### config.mk
export PLATFORM = sky130hd
export DESIGN_NAME = icache_blocked
export DESIGN_NICKNAME = d
export VERILOG_FILES = /design/src/rtl/icache_blocked.sv
export SDC_FILE = /design/constraint.sdc
export NUM_CORES = 2
export LEC_CHECK = 0
export BUFFER_PORTS_ARGS = -buffer_cell sky130_fd_sc_hd__buf_2
export CAP_MARGIN = 30
export CORE_MARGIN = 2
export CORE_UTILIZATION = 65
export CTS_CLUSTER_SIZE = 10
export DETAILED_ROUTE_END_ITERATION = 10
export PLACE_DENSITY = 0.82
export SYNTH_ARGS = -nofsm -noshare
export SYNTH_HDL_FRONTEND = slang
export SYNTH_SLANG_ARGS = --single-unit
### constraint.sdc
create_clock -name CLK -period 97.4 [get_ports CLK]
set_clock_uncertainty 0.15 [all_clocks]
set_input_delay 19.48 -clock CLK [delete_from_list [all_inputs] [get_ports CLK]]
set_output_delay 19.48 -clock CLK [all_outputs]
set_load 0.03 [all_outputs]
### src/rtl/icache_blocked.sv
// Direct-mapped instruction cache with multi-word blocks; a miss refills the whole
// block from word 0, one word per memory grant, before the line is marked valid.
module icache_blocked #(
   parameter int unsigned SETS  = 16,
   parameter int unsigned WORDS = 2
) (
   input  logic        CLK,
   input  logic        RST,
   input  logic        imemREN,
   input  logic [31:0] imemaddr,
   input  logic        flush,
   output logic        ihit,
   output logic [31:0] imemload,
   output logic        iREN,
   output logic [31:0] iaddr,
   input  logic        iwait,
   input  logic [31:0] iload
);

   localparam int unsigned WB  = $clog2(WORDS);
   localparam int unsigned IB  = $clog2(SETS);
   localparam int unsigned TW  = 30 - WB - IB;
   localparam int unsigned WBW = (WB == 0) ? 1 : WB;

   typedef enum logic {IDLE, FILL} state_t;

   state_t            state_q, state_d;
   logic [SETS-1:0]   valid_q;
   logic [TW-1:0]     tag_q  [SETS];
   logic [31:0]       data_q [SETS][WORDS];
   logic [31:0]       base_q, base_d;
   logic [WBW-1:0]    w_q, w_d;

   logic [WBW-1:0]    req_off;
   logic [IB-1:0]     req_idx, fill_idx;
   logic [TW-1:0]     req_tag, fill_tag;
   logic              grant, last, start, done;

   // Shift-and-mask keeps the offset decode legal when WORDS=1 (zero offset bits).
   assign req_off  = WBW'((imemaddr >> 2) & 32'(WORDS - 1));
   assign req_idx  = imemaddr[WB+IB+1:WB+2];
   assign req_tag  = imemaddr[31:WB+IB+2];
   assign fill_idx = base_q[WB+IB+1:WB+2];
   assign fill_tag = base_q[31:WB+IB+2];

   assign ihit     = (state_q == IDLE) && valid_q[req_idx] && (tag_q[req_idx] == req_tag);
   assign imemload = data_q[req_idx][req_off];

   assign grant = (state_q == FILL) && !iwait;
   assign last  = (w_q == WBW'(WORDS - 1));

   always_comb begin
      state_d = state_q;
      base_d  = base_q;
      w_d     = w_q;
      iREN    = 1'b0;
      iaddr   = '0;
      start   = 1'b0;
      done    = 1'b0;
      case (state_q)
         IDLE: begin
            if (imemREN && !ihit && !flush) begin
               state_d = FILL;
               base_d  = {imemaddr[31:WB+2], {(WB+2){1'b0}}};
               w_d     = '0;
               start   = 1'b1;
            end
         end
         FILL: begin
            iREN  = 1'b1;
            iaddr = base_q + (32'(w_q) << 2);
            if (grant)
               w_d = w_q + 1'b1;
            // A flush abandons the refill even when the final word lands this cycle.
            if (flush)
               state_d = IDLE;
            else if (grant && last) begin
               state_d = IDLE;
               done    = 1'b1;
            end
         end
         default: state_d = IDLE;
      endcase
   end

   always_ff @(posedge CLK or posedge RST) begin
      if (RST) begin
         state_q <= IDLE;
         valid_q <= '0;
         base_q  <= '0;
         w_q     <= '0;
         for (int unsigned s = 0; s < SETS; s++) begin
            tag_q[s] <= '0;
            for (int unsigned k = 0; k < WORDS; k++)
               data_q[s][k] <= '0;
         end
      end else begin
         state_q <= state_d;
         base_q  <= base_d;
         w_q     <= w_d;
         if (flush)
            valid_q <= '0;
         else if (start)
            valid_q[req_idx] <= 1'b0;
         else if (done)
            valid_q[fill_idx] <= 1'b1;
         if (grant)
            data_q[fill_idx][w_q] <= iload;
         if (done)
            tag_q[fill_idx] <= fill_tag;
      end
   end

endmodule

==> report_table.html <==
<table>
<tr><th>Metric</th><th>Value</th></tr>
<tr><th colspan="2">Floorplan</th></tr>
<tr><td>Area of the die</td><td>0.1055 mm²</td></tr>
<tr><td>X dimension of the die</td><td>324.8 µm</td></tr>
<tr><td>Area inside the core boundary</td><td>0.1019 mm²</td></tr>
<tr><td>Initial cell density of the core</td><td>65.67%</td></tr>
<tr><td>DIE HEIGHT</td><td>324.8 µm</td></tr>
<tr><td>Number of placement rows</td><td>117</td></tr>
<tr><td>Number of primary I/O pins</td><td>135</td></tr>
<tr><th colspan="2">Worst setup path</th></tr>
<tr><td>Element type at the critical path end</td><td>output pin</td></tr>
<tr><td>Cell occurring most often along the worst timing path</td><td>sky130_fd_sc_hd__buf_4</td></tr>
<tr><td>Cell-by-cell trace of the critical path</td><td>buf_8 -&gt; buf_4 -&gt; buf_4 -&gt; mux4_2 -&gt; mux2i_1 -&gt; xnor2_1 -&gt; nor4_1 -&gt; o22ai_1 -&gt; nor4_4 -&gt; buf_2</td></tr>
<tr><td>Top fanout value on the critical path</td><td>72</td></tr>
<tr><td>R2R setup slack</td><td>93.16 ns</td></tr>
<tr><td>Worst reg2reg path endpoint</td><td>base_q[31]</td></tr>
<tr><td>Worst r2r path cells</td><td>10</td></tr>
<tr><td>R2R Path Start</td><td>tag_q[301]</td></tr>
<tr><td>Endpoint of the worst setup timing path</td><td>ihit</td></tr>
<tr><td>Arrival @ worst endpoint</td><td>24.24 ns</td></tr>
<tr><td>Crit-path max cell delay</td><td>0.79 ns</td></tr>
<tr><td>Launch point of the critical path</td><td>imemaddr[4]</td></tr>
<tr><td>Category of the worst setup path launch point</td><td>input pin</td></tr>
<tr><td>CP Data Required Time</td><td>77.77 ns</td></tr>
<tr><td>Startpoint-to-endpoint class of the critical path</td><td>input pin to output pin</td></tr>
<tr><td>Worst path slowest cell</td><td>sky130_fd_sc_hd__buf_4</td></tr>
<tr><th colspan="2">STA</th></tr>
<tr><td>Normalized max-slew margin</td><td>28.61%</td></tr>
<tr><td>Worst-case setup margin in the final layout</td><td>53.53 ns</td></tr>
<tr><td>Setup TNS</td><td>0 ns</td></tr>
<tr><td>Setup-violating endpoint count in the final report</td><td>0</td></tr>
<tr><td>Number of max-slew violations in the final report</td><td>0</td></tr>
<tr><td>Unrepaired setup endpoints after global routing</td><td>no</td></tr>
<tr><td>Final clock period utilization by the worst path</td><td>45.05%</td></tr>
<tr><td>Transition at the pin with the smallest max-transition slack</td><td>1.069 ns</td></tr>
<tr><td>Post-layout minimum cycle time</td><td>43.87 ns</td></tr>
<tr><td>Highest Clock Rate</td><td>22.79 MHz</td></tr>
<tr><td>Total count of hold-check failures in the final report</td><td>0</td></tr>
<tr><th colspan="2">Clock network</th></tr>
<tr><td>Number of setup buffers added after CTS</td><td>0</td></tr>
<tr><td>Clock Latency Late Sink</td><td>0.77 ns</td></tr>
<tr><td>Number of buffers on the longest clock path</td><td>3</td></tr>
<tr><td>CTS root buf</td><td>sky130_fd_sc_hd__clkbuf_16</td></tr>
<tr><td>TritonCTS clock tree</td><td>done</td></tr>
<tr><td>Clock slew seen by the registers of the worst setup and hold paths</td><td>0.05 ns</td></tr>
<tr><td>Count of cells resized by post-cts repair</td><td>0</td></tr>
<tr><td>Post-CTS Hold Fix Bufs</td><td>0</td></tr>
<tr><td>Number of CTS-inserted buffers</td><td>166</td></tr>
<tr><td>Number of H-tree levels</td><td>4</td></tr>
<tr><td>Clock sinks</td><td>1471</td></tr>
<tr><th colspan="2">Finish</th></tr>
<tr><td>Final core occ</td><td>72.11%</td></tr>
<tr><td>Share of cells above drive strength 1</td><td>56.88%</td></tr>
<tr><td>Number of nets in the layout</td><td>4206</td></tr>
<tr><td>Area added between synthesis and finish</td><td>9.798%</td></tr>
<tr><th colspan="2">Synth</th></tr>
<tr><td>Number of storage elements in the synthesis netlist</td><td>1471</td></tr>
<tr><td>Number of synthesis warnings</td><td>0</td></tr>
<tr><td>Syn_area_per_cell</td><td>16.24 µm²</td></tr>
<tr><td>Proportion of synthesized flip-flops having asynchronous set or reset</td><td>100.0%</td></tr>
<tr><td>Post-synth EDFFs</td><td>0</td></tr>
<tr><td>Cell Area, Synth</td><td>0.06691 mm²</td></tr>
<tr><td>Seq/Total Area, Yosys</td><td>55.01%</td></tr>
<tr><td>Count of unique library cells instantiated by Yosys</td><td>54</td></tr>
<tr><td>Synthesized instance count</td><td>4120</td></tr>
<tr><td>Most used flip-flop cell after synthesis</td><td>sky130_fd_sc_hd__dfrtp_1</td></tr>
<tr><th colspan="2">Global route</th></tr>
<tr><td>Initial antenna violation count</td><td>9</td></tr>
<tr><td>First-pass GRT wire length</td><td>249.1 mm</td></tr>
<tr><td>Via count of the first global-routing pass</td><td>40050</td></tr>
<tr><td>Total Routing Usage GR</td><td>31.25%</td></tr>
<tr><td>Pin count of the biggest net entering global routing</td><td>107</td></tr>
<tr><td>GR Overflow Total</td><td>0</td></tr>
<tr><th colspan="2">Min path</th></tr>
<tr><td>Worst Hold Class</td><td>register to register</td></tr>
<tr><th colspan="2">Detailed routing</th></tr>
<tr><td>Router iterations before antenna repair</td><td>5</td></tr>
<tr><td>Count of antenna-violating nets left after detailed routing</td><td>0</td></tr>
<tr><td>DRC marker count from the first detailed-route iteration</td><td>3317</td></tr>
<tr><td>Number of vias after detailed routing</td><td>37150</td></tr>
<tr><td>DRC Markers</td><td>0</td></tr>
<tr><td>Via/cell ratio</td><td>6.715</td></tr>
<tr><td>Average routed wire per standard cell</td><td>28.96 µm</td></tr>
<tr><td>Drt total wl</td><td>160.2 mm</td></tr>
<tr><th colspan="2">Place</th></tr>
<tr><td>Detailed placement HPWL</td><td>89.12 mm</td></tr>
<tr><td>IO buf count</td><td>130</td></tr>
<tr><td>Dpl ws</td><td>53.48 ns</td></tr>
<tr><td>Placer congestion estimate</td><td>0.8137</td></tr>
<tr><th colspan="2">Power and ir drop</th></tr>
<tr><td>Post-layout power</td><td>0.001671 W</td></tr>
<tr><td>IR Drop Worst-Case VDD</td><td>0.01390 mV</td></tr>
<tr><td>Static Leakage</td><td>35.05 nW</td></tr>
<tr><td>Power density relative to cell area</td><td>22.75 mW/mm²</td></tr>
<tr><th colspan="2">Run</th></tr>
<tr><td>Max-cap violation count</td><td>0</td></tr>
<tr><th colspan="2">Run status</th></tr>
<tr><td>Status</td><td>finished, final reports clean</td></tr>
</table>
## per-layer routing
layer	GRT usage, %	vias up	share of wire [%]
li1	-	15310	-
met1	44.21	20360	42
met2	50.36	1164	49
met3	5.123	305	5.8
met4	10.23	6	2.9
met5	0	-	0.025
## flip-flops by register name, indices dropped and copies added (netlist names)
| register | cells |
|---|---|
| base_q | 29 |
| data_q | 1024 |
| last | 1 |
| state_q | 1 |
| tag_q | 400 |
| valid_q | 16 |
## layout by cell type, fill, tap and decap left out, drive strengths merged, types with 3 or more instances in the layout
cell    instances
a22o            7
clkinv          5
o22ai           4
nor3           19
inv            14
nor2           49
dfrtp        1471
nor4            5
a21oi          11
mux4          406
clkbuf        185
a22oi           4
buf           231
or3             4
a221oi          9
xor2           13
a211oi          6
xnor2          23
a31oi           3
nand4           4
a311oi         15
o21ai           7
nand2b          8
mux2i          63
nand2          33
mux2         1493
nor2b          12
and2           36
nand3           4
## layout make-up
cell class | instances | area, µm²
inverter | 10 | 50.05
tap | 1368 | 1712
sequential | 1471 | 36810
fill | 6314 | 28420
clock inverter | 9 | 105.1
antenna | 1 | 2.502
clock buffer | 185 | 4415
multi-input combinational | 2257 | 28760
timing repair buffer | 231 | 1618
## how the worst min path moves through the flow
stage                              to  slack (ns)  cells after the start   startpoint
final                     data_q[616]        0.35                      1  data_q[616]
after global routing      data_q[817]        0.36                      1  data_q[817]
after CTS                 data_q[885]        0.35                      1  data_q[885]
after detailed placement  data_q[632]        0.34                      1  data_q[632]
after global placement    data_q[627]        0.33                      1  data_q[627]
after floorplan           data_q[381]        0.32                      1  data_q[381]
## report_power, final
| group | internal [W] | switching [W] |
|---|---|---|
| Sequential | 0.000747 | 0.0000792 |
| Clock | 0.000316 | 0.000231 |
| Combinational | 0.000183 | 0.000115 |
## logic make-up (layout without fill, tap and decap cells)
family	Yosys count	count (layout)	share of synthesized area [%]
AOI/OAI and AO/OA	79	79	0.8994
and+or+nand+nor	178	178	1.358
xor gates and xnor gates	36	36	0.4712
muxes	1962	1962	39.85
other	1	3	0.005604
buffers and inverters	393	435	2.408
DFF	1471	1471	55.01
## critical path: cells and delay by family
| family | cells | cell delay, ns |
|---|---|---|
| AOI/OAI and AO/OA | 1 | 0.29 |
| xor gates and xnor gates | 1 | 0.15 |
| buffers and inverters | 4 | 2.34 |
| muxes | 2 | 0.83 |
| and+or+nand+nor | 2 | 1.01 |
## metrics by stage
step	hold WS, ns	std cells	cell area, µm²
2_1_floorplan	0.3238	4121	66920
3_3_place_gp	0.3314	5328	68700
3_5_place_dp	0.3372	5331	68780
4_1_cts	0.3495	5525	73300
5_1_grt	0.3559	5532	73470
6_report	0.3462	5532	73470
## cell usage after synthesis (5+ instances only)
master	n	area share, %
sky130_fd_sc_hd__nor2b_1	12	0.11
sky130_fd_sc_hd__nor3_1	19	0.14
sky130_fd_sc_hd__mux4_2	406	14
sky130_fd_sc_hd__o21ai_0	5	0.037
sky130_fd_sc_hd__buf_1	80	0.45
sky130_fd_sc_hd__xnor2_1	23	0.30
sky130_fd_sc_hd__a22o_1	7	0.092
sky130_fd_sc_hd__inv_1	8	0.045
sky130_fd_sc_hd__a21oi_1	11	0.082
sky130_fd_sc_hd__a211oi_1	5	0.056
sky130_fd_sc_hd__mux2i_1	63	0.94
sky130_fd_sc_hd__nand2_1	33	0.19
sky130_fd_sc_hd__dfrtp_1	1471	55
sky130_fd_sc_hd__nand2b_1	8	0.075
sky130_fd_sc_hd__mux2_4	20	0.45
sky130_fd_sc_hd__a221oi_1	9	0.12
sky130_fd_sc_hd__and2_1	35	0.33
sky130_fd_sc_hd__nor2_1	47	0.26
sky130_fd_sc_hd__a311oi_1	15	0.20
sky130_fd_sc_hd__buf_6	10	0.17
sky130_fd_sc_hd__buf_4	11	0.12
sky130_fd_sc_hd__mux2_2	1470	25
sky130_fd_sc_hd__clkbuf_1	266	1.5
sky130_fd_sc_hd__buf_2	16	0.12
sky130_fd_sc_hd__xor2_1	13	0.17
Power figures use the tool's default switching activity.
